==> src/rtl/adder_pkg.sv <==
// Shared types for the adder result buffer: result word layout and
// occupancy state encoding.
package adder_pkg;

    localparam int ADDER_W = 4;
    localparam int RES_W   = ADDER_W + 1;

    typedef struct packed {
        logic               ovf;
        logic [ADDER_W-1:0] sum;
    } result_t;

    typedef enum logic [1:0] {
        BUF_EMPTY   = 2'b00,
        BUF_PARTIAL = 2'b01,
        BUF_FULL    = 2'b10
    } buf_state_t;

endpackage

==> src/rtl/result_buf_mem.sv <==
// Result storage: DEPTH x RES_W register array, one synchronous write port
// and one asynchronous read port. No reset; contents are qualified by the
// occupancy logic in adder_result_buf.
module result_buf_mem
    import adder_pkg::*;
#(
    parameter int DEPTH = 4
) (
    input  logic                     Clk,
    input  logic                     wr_en,
    input  logic [$clog2(DEPTH)-1:0] wr_addr,
    input  result_t                  wr_data,
    input  logic [$clog2(DEPTH)-1:0] rd_addr,
    output result_t                  rd_data
);

    result_t mem [DEPTH];

    // Write port: one entry per edge when enabled.
    always_ff @(posedge Clk) begin
        if (wr_en) begin
            mem[wr_addr] <= wr_data;
        end
    end

    assign rd_data = mem[rd_addr];

endmodule

==> src/rtl/adder_result_buf.sv <==
// Circular buffer capturing registered adder results ({Overflow,Sum}) one
// cycle after the adder's enable, with valid/ready drain, sticky drop flag
// and an optional overflow-result counter.
// Build option: define ADDER_RESULT_BUF_OVF_CNT_EN to build the Ovf_Count
// counter; otherwise Ovf_Count is tied to zero.
//
// state       | meaning
// BUF_EMPTY   | no entries stored, Out_Valid low
// BUF_PARTIAL | 1..DEPTH-1 entries stored
// BUF_FULL    | DEPTH entries stored, a push needs a same-edge pop
module adder_result_buf
    import adder_pkg::*;
#(
    parameter int DEPTH     = 4,
    parameter int OVF_CNT_W = 8
) (
    input  logic                   Clk,
    input  logic                   Rst_n,
    input  logic                   En,
    input  logic [ADDER_W-1:0]     Sum,
    input  logic                   Overflow,
    output logic [RES_W-1:0]       Out_Data,
    output logic                   Out_Valid,
    input  logic                   Out_Ready,
    output logic [$clog2(DEPTH):0] Count,
    output logic                   Full,
    output logic                   Empty,
    output logic                   Drop,
    output logic [OVF_CNT_W-1:0]   Ovf_Count
);

    localparam int AW = $clog2(DEPTH);
    localparam int CW = AW + 1;

    logic          en_d;
    logic [AW-1:0] wr_ptr;
    logic [AW-1:0] rd_ptr;
    logic [CW-1:0] count_q;
    logic [CW-1:0] count_nxt;
    buf_state_t    state_q;
    buf_state_t    state_nxt;
    logic          drop_q;
    logic          push;
    logic          pop;
    logic          wr_accept;
    logic          state_bad;
    result_t       wr_data;
    result_t       rd_data;

    function automatic logic [AW-1:0] ptr_inc(input logic [AW-1:0] p);
        return (p == AW'(DEPTH - 1)) ? '0 : p + AW'(1);
    endfunction

    assign wr_data = {Overflow, Sum};

    // Decode flags from state and work out this edge's push/pop and next occupancy.
    always_comb begin
        Out_Valid = (state_q == BUF_PARTIAL) || (state_q == BUF_FULL);
        Full      = (state_q == BUF_FULL);
        Empty     = !Out_Valid;
        state_bad = !((state_q == BUF_EMPTY) || Out_Valid);
        push      = en_d;
        pop       = Out_Valid && Out_Ready;
        // When full, a push only lands if the head leaves on the same edge.
        wr_accept = push && (!Full || pop);
        count_nxt = count_q + CW'(wr_accept) - CW'(pop);
        if (state_bad || (count_nxt == '0)) begin
            state_nxt = BUF_EMPTY;
        end else if (count_nxt == CW'(DEPTH)) begin
            state_nxt = BUF_FULL;
        end else begin
            state_nxt = BUF_PARTIAL;
        end
        Out_Data = Out_Valid ? rd_data : '0;
    end

    // Pointers, occupancy, state and sticky drop flag.
    always_ff @(posedge Clk) begin
        if (!Rst_n) begin
            en_d    <= 1'b0;
            wr_ptr  <= '0;
            rd_ptr  <= '0;
            count_q <= '0;
            state_q <= BUF_EMPTY;
            drop_q  <= 1'b0;
        end else begin
            en_d    <= En;
            state_q <= state_nxt;
            if (state_bad) begin
                wr_ptr  <= '0;
                rd_ptr  <= '0;
                count_q <= '0;
            end else begin
                if (wr_accept) begin
                    wr_ptr <= ptr_inc(wr_ptr);
                end
                if (pop) begin
                    rd_ptr <= ptr_inc(rd_ptr);
                end
                count_q <= count_nxt;
            end
            if (push && !wr_accept) begin
                drop_q <= 1'b1;
            end
        end
    end

    assign Count = count_q;
    assign Drop  = drop_q;

    result_buf_mem #(
        .DEPTH (DEPTH)
    ) u_mem (
        .Clk     (Clk),
        .wr_en   (wr_accept && !state_bad),
        .wr_addr (wr_ptr),
        .wr_data (wr_data),
        .rd_addr (rd_ptr),
        .rd_data (rd_data)
    );

`ifdef ADDER_RESULT_BUF_OVF_CNT_EN
    logic [OVF_CNT_W-1:0] ovf_cnt_q;

    // Count accepted results with Overflow set, saturating at all-ones.
    always_ff @(posedge Clk) begin
        if (!Rst_n) begin
            ovf_cnt_q <= '0;
        end else if (wr_accept && !state_bad && Overflow && (ovf_cnt_q != '1)) begin
            ovf_cnt_q <= ovf_cnt_q + OVF_CNT_W'(1);
        end
    end

    assign Ovf_Count = ovf_cnt_q;
`else
    assign Ovf_Count = '0;
`endif

endmodule

==> config.mk <==
export PLATFORM = sky130hd
export DESIGN_NAME = adder_result_buf
export DESIGN_NICKNAME = d
export VERILOG_FILES = /design/src/rtl/adder_pkg.sv /design/src/rtl/result_buf_mem.sv /design/src/rtl/adder_result_buf.sv
export SDC_FILE = /design/constraint.sdc
export NUM_CORES = 1
export LEC_CHECK = 0
export CAP_MARGIN = 20
export CORE_MARGIN = 1
export CORE_UTILIZATION = 54
export DETAILED_ROUTE_END_ITERATION = 12
export PLACE_DENSITY = 0.83
export SLEW_MARGIN = 0
export SYNTH_ARGS = -nofsm -noshare
export SYNTH_HDL_FRONTEND = slang
export SYNTH_SLANG_ARGS = --single-unit
==> constraint.sdc <==
create_clock -name Clk -period 5.4 [get_ports Clk]
set_input_delay 1.08 -clock Clk [delete_from_list [all_inputs] [get_ports Clk]]
set_output_delay 1.08 -clock Clk [all_outputs]
set_load 0.1 [all_outputs]
==> metrics.txt, run 1 <==
# TYPE chip_impl_metric gauge
chip_impl_metric{name="yosys_warnings",unit=""} 0
chip_impl_metric{name="drive_above_1_share",unit="%"} 10.9
chip_impl_metric{name="dr_total_vias",unit=""} 831
chip_impl_metric{name="synth_top_area_share",unit="%"} 41.4
chip_impl_metric{name="maximum_clock_rate",unit="GHz"} 0.275
chip_impl_metric{name="timing_max_transition_violations_final",unit=""} 0
chip_impl_info{name="startpoint_of_the_worst_register_to_register_path",value="state_q[0]"} 1
chip_impl_metric{name="setup_violations",unit=""} 0
chip_impl_info{name="timing.setup.critical_path_class",value="reg2out"} 1
chip_impl_metric{name="ios",unit=""} 29
chip_impl_metric{name="slew_headroom",unit="%"} 34.4
chip_impl_metric{name="reg2reg_depth",unit=""} 10
chip_impl_metric{name="synth-async-reset-ratio",unit="%"} 0
chip_impl_info{name="synth_top_family_by_area",value="simple AND/OR/NAND/NOR gates"} 1
chip_impl_info{name="min_path_type",value="reg2reg"} 1
chip_impl_info{name="crit_path_start_kind",value="flip-flop"} 1
chip_impl_info{name="timing.rr.end",value="state_q[1]"} 1
chip_impl_info{name="layout_common_cells",value="sky130_fd_sc_hd__clkdlybuf4s50_1 (20), sky130_fd_sc_hd__edfxtp_1 (20), sky130_fd_sc_hd__dfxtp_1 (13)"} 1
chip_impl_metric{name="place.port_buffers",unit=""} 20
chip_impl_metric{name="first_pass_grt_wire_length",unit="µm"} 3620
chip_impl_metric{name="worst_pin_slew",unit="ns"} 0.982
chip_impl_metric{name="timing.reg2reg.setup_slack",unit="ns"} 2.85
chip_impl_metric{name="ys_seq_elements",unit=""} 33
chip_impl_metric{name="post_synth_xor_area_fraction",unit="%"} 1.21
chip_impl_metric{name="antenna_left",unit=""} 0
chip_impl_metric{name="fin_util",unit="%"} 67.8
chip_impl_metric{name="n_antenna_cell",unit=""} 0
chip_impl_info{name="timing.critical_path.max_delay_family",value="buffers and inverters"} 1
chip_impl_metric{name="cellLeakagePower",unit="µW"} 0.000642
chip_impl_metric{name="ir_drop",unit="µV"} 425
chip_impl_info{name="status",value="complete, no violations"} 1
chip_impl_info{name="clockRootBuffer",value="sky130_fd_sc_hd__clkbuf_4"} 1
chip_impl_metric{name="ys_seq_area_share",unit="%"} 59.4
chip_impl_metric{name="total_global_route_track_usage",unit="%"} 19.3
chip_impl_metric{name="final_min_period_over_clock_period",unit="%"} 67.4
chip_impl_info{name="yosysTopAreaCell",value="sky130_fd_sc_hd__edfxtp_1"} 1
chip_impl_metric{name="placeableCoreArea",unit="mm²"} 0.00250
chip_impl_metric{name="post_cts.repair.setup_buffers",unit=""} 0
chip_impl_metric{name="drt_iter0_drc",unit=""} 11
chip_impl_info{name="critical_path.cell_chain",value="mux4_2, and2_1, clkdlybuf4s50_1"} 1
chip_impl_info{name="crit_slowest_cell",value="sky130_fd_sc_hd__clkdlybuf4s50_1"} 1
chip_impl_metric{name="ctsResizeCount",unit=""} 0
chip_impl_metric{name="cts_buffers",unit=""} 5
chip_impl_metric{name="clk_pin_slew_worst_paths",unit="ns"} 0.10
chip_impl_metric{name="finalWirelength",unit="µm"} 2250
chip_impl_metric{name="hold_violations",unit=""} 0
chip_impl_metric{name="detailed_place_hpwl",unit="µm"} 1700
chip_impl_metric{name="die_width",unit="µm"} 53.8
chip_impl_metric{name="critPathMaxFanout",unit=""} 5
chip_impl_metric{name="critPathRequiredTime",unit="ns"} 4.32
chip_impl_info{name="synth_top_cells_by_area",value="sky130_fd_sc_hd__edfxtp_1 (41%), sky130_fd_sc_hd__dfxtp_1 (18%), sky130_fd_sc_hd__ha_1 (7.8%)"} 1
chip_impl_metric{name="cpPeakStageDelay",unit="ns"} 0.97
chip_impl_metric{name="max_cap_violations",unit=""} 0
chip_impl_metric{name="via_per_inst",unit=""} 5.23
chip_impl_info{name="synth_top_flop_cell",value="sky130_fd_sc_hd__edfxtp_1"} 1
chip_impl_metric{name="clock_sink_count",unit=""} 33
chip_impl_metric{name="floorplan.initialDensity",unit="%"} 58.0
chip_impl_metric{name="setup_total_negative_slack",unit="ns"} 0
chip_impl_metric{name="synth_adder_area_share",unit="%"} 9.15
chip_impl_metric{name="htreeDepth",unit=""} 2
chip_impl_metric{name="yosys.area_share.simple",unit="%"} 10.7
chip_impl_metric{name="design.die.area",unit="mm²"} 0.00290
chip_impl_metric{name="die_h",unit="µm"} 53.8
chip_impl_metric{name="cts-hold-fix-buffers",unit=""} 0
chip_impl_metric{name="first_global_vias",unit=""} 830
chip_impl_metric{name="detail_route.wl_per_cell",unit="µm"} 14.2
chip_impl_metric{name="layout.filler_cells",unit=""} 189
chip_impl_metric{name="total_standard_cell_area_after_synthesis",unit="mm²"} 0.00145
chip_impl_info{name="cts_tree",value="done"} 1
chip_impl_metric{name="final_net_count",unit=""} 147
chip_impl_metric{name="route.detailed.drc",unit=""} 0
chip_impl_metric{name="floorplan_row_count",unit=""} 18
chip_impl_metric{name="worst-path-buf-inv",unit=""} 1
chip_impl_metric{name="synth.avg_cell_area",unit="µm²"} 14.1
chip_impl_info{name="critical_path.endpoint_type",value="output port"} 1
chip_impl_info{name="timing.hold.worst.start",value="rd_ptr[1]"} 1
chip_impl_metric{name="area_growth_syn_to_layout",unit="%"} 16.8
chip_impl_metric{name="detailedRoute.firstPassIterationCount",unit=""} 4
chip_impl_metric{name="finalClockSkew",unit="ns"} 0.00586
chip_impl_metric{name="worst_hold_path.num_cells",unit=""} 2
chip_impl_metric{name="globalRoute.totalOverflow",unit=""} 0
chip_impl_metric{name="grt_max_degree",unit=""} 11
chip_impl_metric{name="synth_edf_count",unit=""} 20
chip_impl_metric{name="crit_arrival",unit="ns"} 2.56
chip_impl_metric{name="maximum_buffer_depth_of_the_clock_tree",unit=""} 2
chip_impl_metric{name="clkLatencyLatePin",unit="ns"} 0.33
chip_impl_metric{name="power_density",unit="mW/mm²"} 542
chip_impl_metric{name="grt_antenna_before_repair",unit=""} 0
chip_impl_info{name="grt_setup_unrepaired",value="no"} 1
chip_impl_metric{name="fin_crit",unit="ns"} 3.64
chip_impl_metric{name="place_congestion",unit=""} 0.805
chip_impl_metric{name="synth.mux.area_fraction",unit="%"} 9.15
chip_impl_metric{name="synth.lib_cells_used.distinct",unit=""} 25
chip_impl_metric{name="postSynthCellCount",unit=""} 103
chip_impl_metric{name="synth_compound_gate_area_share",unit="%"} 2.67
## sequential cells by signal, indices dropped and copies added, names as in the netlist, named ones only
register	cells
u_mem.mem	20
Count	3
rd_ptr	2
state_q	2
wr_ptr	2
Drop	1
en_d	1
## report_power, final
group | total (µW) | internal, µW | leakage (µW) | switching (µW)
Combinational | 474 | 127 | 0.000322 | 347
Clock | 129 | 49.5 | 0.0000320 | 79.2
Sequential | 315 | 295 | 0.000288 | 20.5
Total | 918 | 471 | 0.000642 | 447
## per-layer routing
metal,global-route usage [%],vias up,wire (µm)
met4,9.21,0,41
met5,0,-,0
met3,6.21,8,138
met1,21.7,394,926
met2,32.7,35,1140
li1,-,394,-
## worst max-delay path by stage
stage | slack, ns | end | depth (start not counted)
final | 1.76 | Out_Data[1] | 3
after detailed placement | 2.05 | state_q[1] | 9
after CTS | 1.73 | Out_Data[1] | 3
after global routing | 1.65 | Out_Data[1] | 3
after floorplan | 1.61 | Out_Data[0] | 4
after global placement | 2.06 | state_q[1] | 9
## worst min-delay path, delay by kind of cell (launching register included)
family | cells | cell delay (ns)
simple gates | 1 | 0.06
flops | 1 | 0.33
compound gates | 1 | 0.07
## cell type report
type	count	area (µm²)	area share [%]
Clock inverter	2	10.0	0.591
Inverter	10	37.5	2.22
Tap cell	30	37.5	2.22
Multi-Input combinational cell	58	507	29.9
Sequential cell	33	861	50.8
Timing Repair Buffer	20	200	11.8
Clock buffer	6	41.3	2.44
## per-stage QoR
| step | total power [µW] | hold slack (ns) | worst slack (ns) | instances | instance area [µm²] |
|---|---|---|---|---|---|
| 2_1_floorplan | 709 | 0.454 | 1.61 | 110 | 1480 |
| 3_3_place_gp | 792 | 0.473 | 2.06 | 151 | 1640 |
| 3_5_place_dp | 797 | 0.489 | 2.05 | 151 | 1640 |
| 4_1_cts | 925 | 0.503 | 1.73 | 159 | 1690 |
| 5_1_grt | 959 | 0.530 | 1.65 | 159 | 1690 |
| 6_report | 918 | 0.502 | 1.76 | 159 | 1690 |
## logic make-up (layout without fill, tap and decap cells)
family,Yosys count,count (layout)
simple gates,26,26
other cells,1,8
compound gates,5,5
mux,7,7
flops,33,33
buf+inv,19,38
fa+ha+maj,10,10
xor+xnor,2,2
## cell usage after synthesis, types with 2 or more instances
cell type and instances:
sky130_fd_sc_hd__and2_1 8, sky130_fd_sc_hd__xnor2_1 2, sky130_fd_sc_hd__nor2b_1 2, sky130_fd_sc_hd__mux2i_1 2, sky130_fd_sc_hd__nor3b_1 4, sky130_fd_sc_hd__ha_1 9, sky130_fd_sc_hd__dfxtp_1 13, sky130_fd_sc_hd__nor2_1 5
sky130_fd_sc_hd__buf_4 8, sky130_fd_sc_hd__inv_1 10, sky130_fd_sc_hd__nand2_1 3, sky130_fd_sc_hd__mux4_2 5, sky130_fd_sc_hd__edfxtp_1 20
(Power assumes the default switching activity.)
==> run 2: changes to the inputs <==
--- a/config.mk
+++ b/config.mk
@@ -7,9 +7,9 @@
 export LEC_CHECK = 0
 export CAP_MARGIN = 20
 export CORE_MARGIN = 1
-export CORE_UTILIZATION = 54
+export CORE_UTILIZATION = 50
 export DETAILED_ROUTE_END_ITERATION = 12
-export PLACE_DENSITY = 0.83
+export PLACE_DENSITY = 0.78
 export SLEW_MARGIN = 0
 export SYNTH_ARGS = -nofsm -noshare
 export SYNTH_HDL_FRONTEND = slang
==> constraint.sdc (replaced) <==
create_clock -name Clk -period 3.81 [get_ports Clk]
set_input_delay 0.762 -clock Clk [delete_from_list [all_inputs] [get_ports Clk]]
set_output_delay 0.762 -clock Clk [all_outputs]
set_load 0.1 [all_outputs]
==> run 2 against run 1 <==
Compared with the run above: sequential power rose by 43%; clock power rose by 40%; clock-buffer cell count did not move; clock skew shrank 0.0010 ns; power up 41%; sequential cell count is the same; utilization down 6.3 points; design area about the same; die area increased by 7.7%; critical path depth unchanged; wire length up 6.8%.
==> metrics.txt, run 2 (synthesis results as in run 1) <==
# TYPE chip_impl_metric gauge
chip_impl_info{name="status",value="complete, no violations"} 1
chip_impl_metric{name="clk_pin_slew_worst_paths",unit="ns"} 0.10
chip_impl_metric{name="ctsResizeCount",unit=""} 0
chip_impl_info{name="critical_path.endpoint_type",value="output port"} 1
chip_impl_metric{name="place.port_buffers",unit=""} 20
chip_impl_metric{name="total_global_route_track_usage",unit="%"} 17.4
chip_impl_metric{name="finalWirelength",unit="µm"} 2400
chip_impl_metric{name="n_antenna_cell",unit=""} 0
chip_impl_metric{name="final_net_count",unit=""} 149
chip_impl_metric{name="htreeDepth",unit=""} 2
chip_impl_info{name="crit_path_start_kind",value="flip-flop"} 1
chip_impl_metric{name="drt_iter0_drc",unit=""} 20
chip_impl_metric{name="fin_crit",unit="ns"} 2.94
chip_impl_metric{name="worst_slack",unit="ns"} 0.867
chip_impl_metric{name="area_growth_syn_to_layout",unit="%"} 16.9
chip_impl_metric{name="placeableCoreArea",unit="mm²"} 0.00276
chip_impl_metric{name="place_ws",unit="ns"} 0.791
chip_impl_metric{name="grt_antenna_before_repair",unit=""} 0
chip_impl_metric{name="power_density",unit="mW/mm²"} 766
chip_impl_metric{name="max_cap_violations",unit=""} 0
chip_impl_metric{name="design.die.area",unit="mm²"} 0.00312
chip_impl_metric{name="maximum_buffer_depth_of_the_clock_tree",unit=""} 2
chip_impl_metric{name="drive_above_1_share",unit="%"} 16.8
chip_impl_metric{name="grt_max_degree",unit=""} 11
chip_impl_info{name="mostFrequentLayoutCell",value="sky130_fd_sc_hd__edfxtp_1"} 1
chip_impl_info{name="timing.rr.end",value="state_q[1]"} 1
chip_impl_metric{name="via_per_inst",unit=""} 5.10
chip_impl_metric{name="largest_reg_flops",unit=""} 20
chip_impl_metric{name="floorplan_row_count",unit=""} 19
chip_impl_metric{name="critPathRequiredTime",unit="ns"} 3.05
chip_impl_metric{name="maximum_clock_rate",unit="GHz"} 0.340
chip_impl_metric{name="worst_pin_slew",unit="ns"} 0.975
chip_impl_info{name="grt_setup_unrepaired",value="no"} 1
chip_impl_info{name="layout_common_cells",value="sky130_fd_sc_hd__edfxtp_1 (20), sky130_fd_sc_hd__clkdlybuf4s50_1 (14), sky130_fd_sc_hd__dfxtp_1 (13)"} 1
chip_impl_metric{name="worst_hold_path.num_cells",unit=""} 2
chip_impl_info{name="clockRootBuffer",value="sky130_fd_sc_hd__clkbuf_4"} 1
chip_impl_metric{name="slew_headroom",unit="%"} 34.8
chip_impl_metric{name="die_width",unit="µm"} 55.9
chip_impl_metric{name="finalClockSkew",unit="ns"} 0.00487
chip_impl_info{name="timing.setup.critical_path_class",value="reg2out"} 1
chip_impl_metric{name="first_pass_grt_wire_length",unit="µm"} 4010
chip_impl_metric{name="post_cts.repair.setup_buffers",unit=""} 0
chip_impl_metric{name="detailed_place_hpwl",unit="µm"} 1740
chip_impl_metric{name="cts-hold-fix-buffers",unit=""} 0
chip_impl_metric{name="antenna_left",unit=""} 0
chip_impl_metric{name="cellLeakagePower",unit="µW"} 0.000663
chip_impl_metric{name="timing.reg2reg.setup_slack",unit="ns"} 1.23
chip_impl_metric{name="first_global_vias",unit=""} 842
chip_impl_info{name="min_path_type",value="reg2reg"} 1
chip_impl_info{name="startpoint_of_the_worst_register_to_register_path",value="state_q[0]"} 1
chip_impl_metric{name="clkLatencyLatePin",unit="ns"} 0.32
chip_impl_metric{name="final_min_period_over_clock_period",unit="%"} 77.2
chip_impl_info{name="timing.hold.worst.start",value="rd_ptr[1]"} 1
chip_impl_metric{name="reg2reg_depth",unit=""} 10
chip_impl_metric{name="detailedRoute.firstPassIterationCount",unit=""} 4
chip_impl_info{name="destination_of_the_worst_hold_path",value="rd_ptr[1]"} 1
chip_impl_metric{name="cts_buffers",unit=""} 5
chip_impl_metric{name="setup_violations",unit=""} 0
chip_impl_metric{name="route.detailed.drc",unit=""} 0
chip_impl_metric{name="ios",unit=""} 29
chip_impl_metric{name="timing_max_transition_violations_final",unit=""} 0
chip_impl_info{name="cts_tree",value="done"} 1
chip_impl_metric{name="ir_drop",unit="µV"} 584
chip_impl_metric{name="critPathMaxFanout",unit=""} 3
chip_impl_metric{name="globalRoute.totalOverflow",unit=""} 0
chip_impl_metric{name="crit_arrival",unit="ns"} 2.18
chip_impl_metric{name="clock_sink_count",unit=""} 33
chip_impl_info{name="largest-register",value="u_mem.mem"} 1
chip_impl_metric{name="dr_total_vias",unit=""} 827
chip_impl_metric{name="floorplan.initialDensity",unit="%"} 52.6
chip_impl_metric{name="detail_route.wl_per_cell",unit="µm"} 14.8
chip_impl_metric{name="die_h",unit="µm"} 55.9
chip_impl_metric{name="hold_violations",unit=""} 0
chip_impl_metric{name="place_congestion",unit=""} 0.797
chip_impl_metric{name="setup_total_negative_slack",unit="ns"} 0
run 2: cell count changes in the layout (fill, tap and decap cells not counted):
cell	before	now
sky130_fd_sc_hd__buf_4	0	8
sky130_fd_sc_hd__clkdlybuf4s50_1	20	14
run 2: through the flow:
stage          utilization [%]  hold WS [ns]  instances  area (µm²)  total power [µW]
4_1_cts                   61.5         0.497        162        1700              1310
2_1_floorplan                -         0.454        110        1480              1010
5_1_grt                   61.5         0.549        162        1700              1350
3_3_place_gp              59.6         0.490        154        1640              1110
6_report                  61.5         0.491        162        1700              1300
3_5_place_dp              59.6         0.479        154        1640              1130
run 2: worst max-delay path by stage:
stage / start / endpoint / slack (ns) / depth (start not counted)
after CTS: state_q[0] / Empty / 0.84 / 3
after floorplan: state_q[0] / Out_Data[0] / 0.34 / 4
after global routing: state_q[0] / Empty / 0.80 / 3
after global placement: Out_Ready / state_q[1] / 0.86 / 9
final: state_q[0] / Empty / 0.87 / 3
after detailed placement: Out_Ready / state_q[1] / 0.79 / 9
run 2: layout make-up:
cell class              count  area, µm²
fillers                   223       1060
inverters                  10       37.5
multi-input cells          58        507
well taps                  31       38.8
repair buffers             22        200
flip-flops and latches     33        861
clock buffers               6       41.3
clock inverters             2       10.0
run 2: critical path, cell delays in order (launching register included):
cell                              delay (ns)
sky130_fd_sc_hd__dfxtp_1                0.35
sky130_fd_sc_hd__inv_1                  0.05
sky130_fd_sc_hd__ha_1                   0.32
sky130_fd_sc_hd__clkdlybuf4s50_1        1.14
run 2: power by group:
part	total (µW)	switching [µW]	leakage, µW	internal [µW]
logic	670	496	0.000343	174
clock network	181	110	0.0000320	70.2
registers	449	31.1	0.000288	417
total	1300	637	0.000663	661
run 2: routing by layer:
metal	GRT usage [%]	part of all wire (%)	vias to the layer above
li1	-	-	397
met1	21.0	42	392
met2	28.9	50	31
met3	6.51	6.4	7
met4	6.27	1.8	0
met5	0	0	-
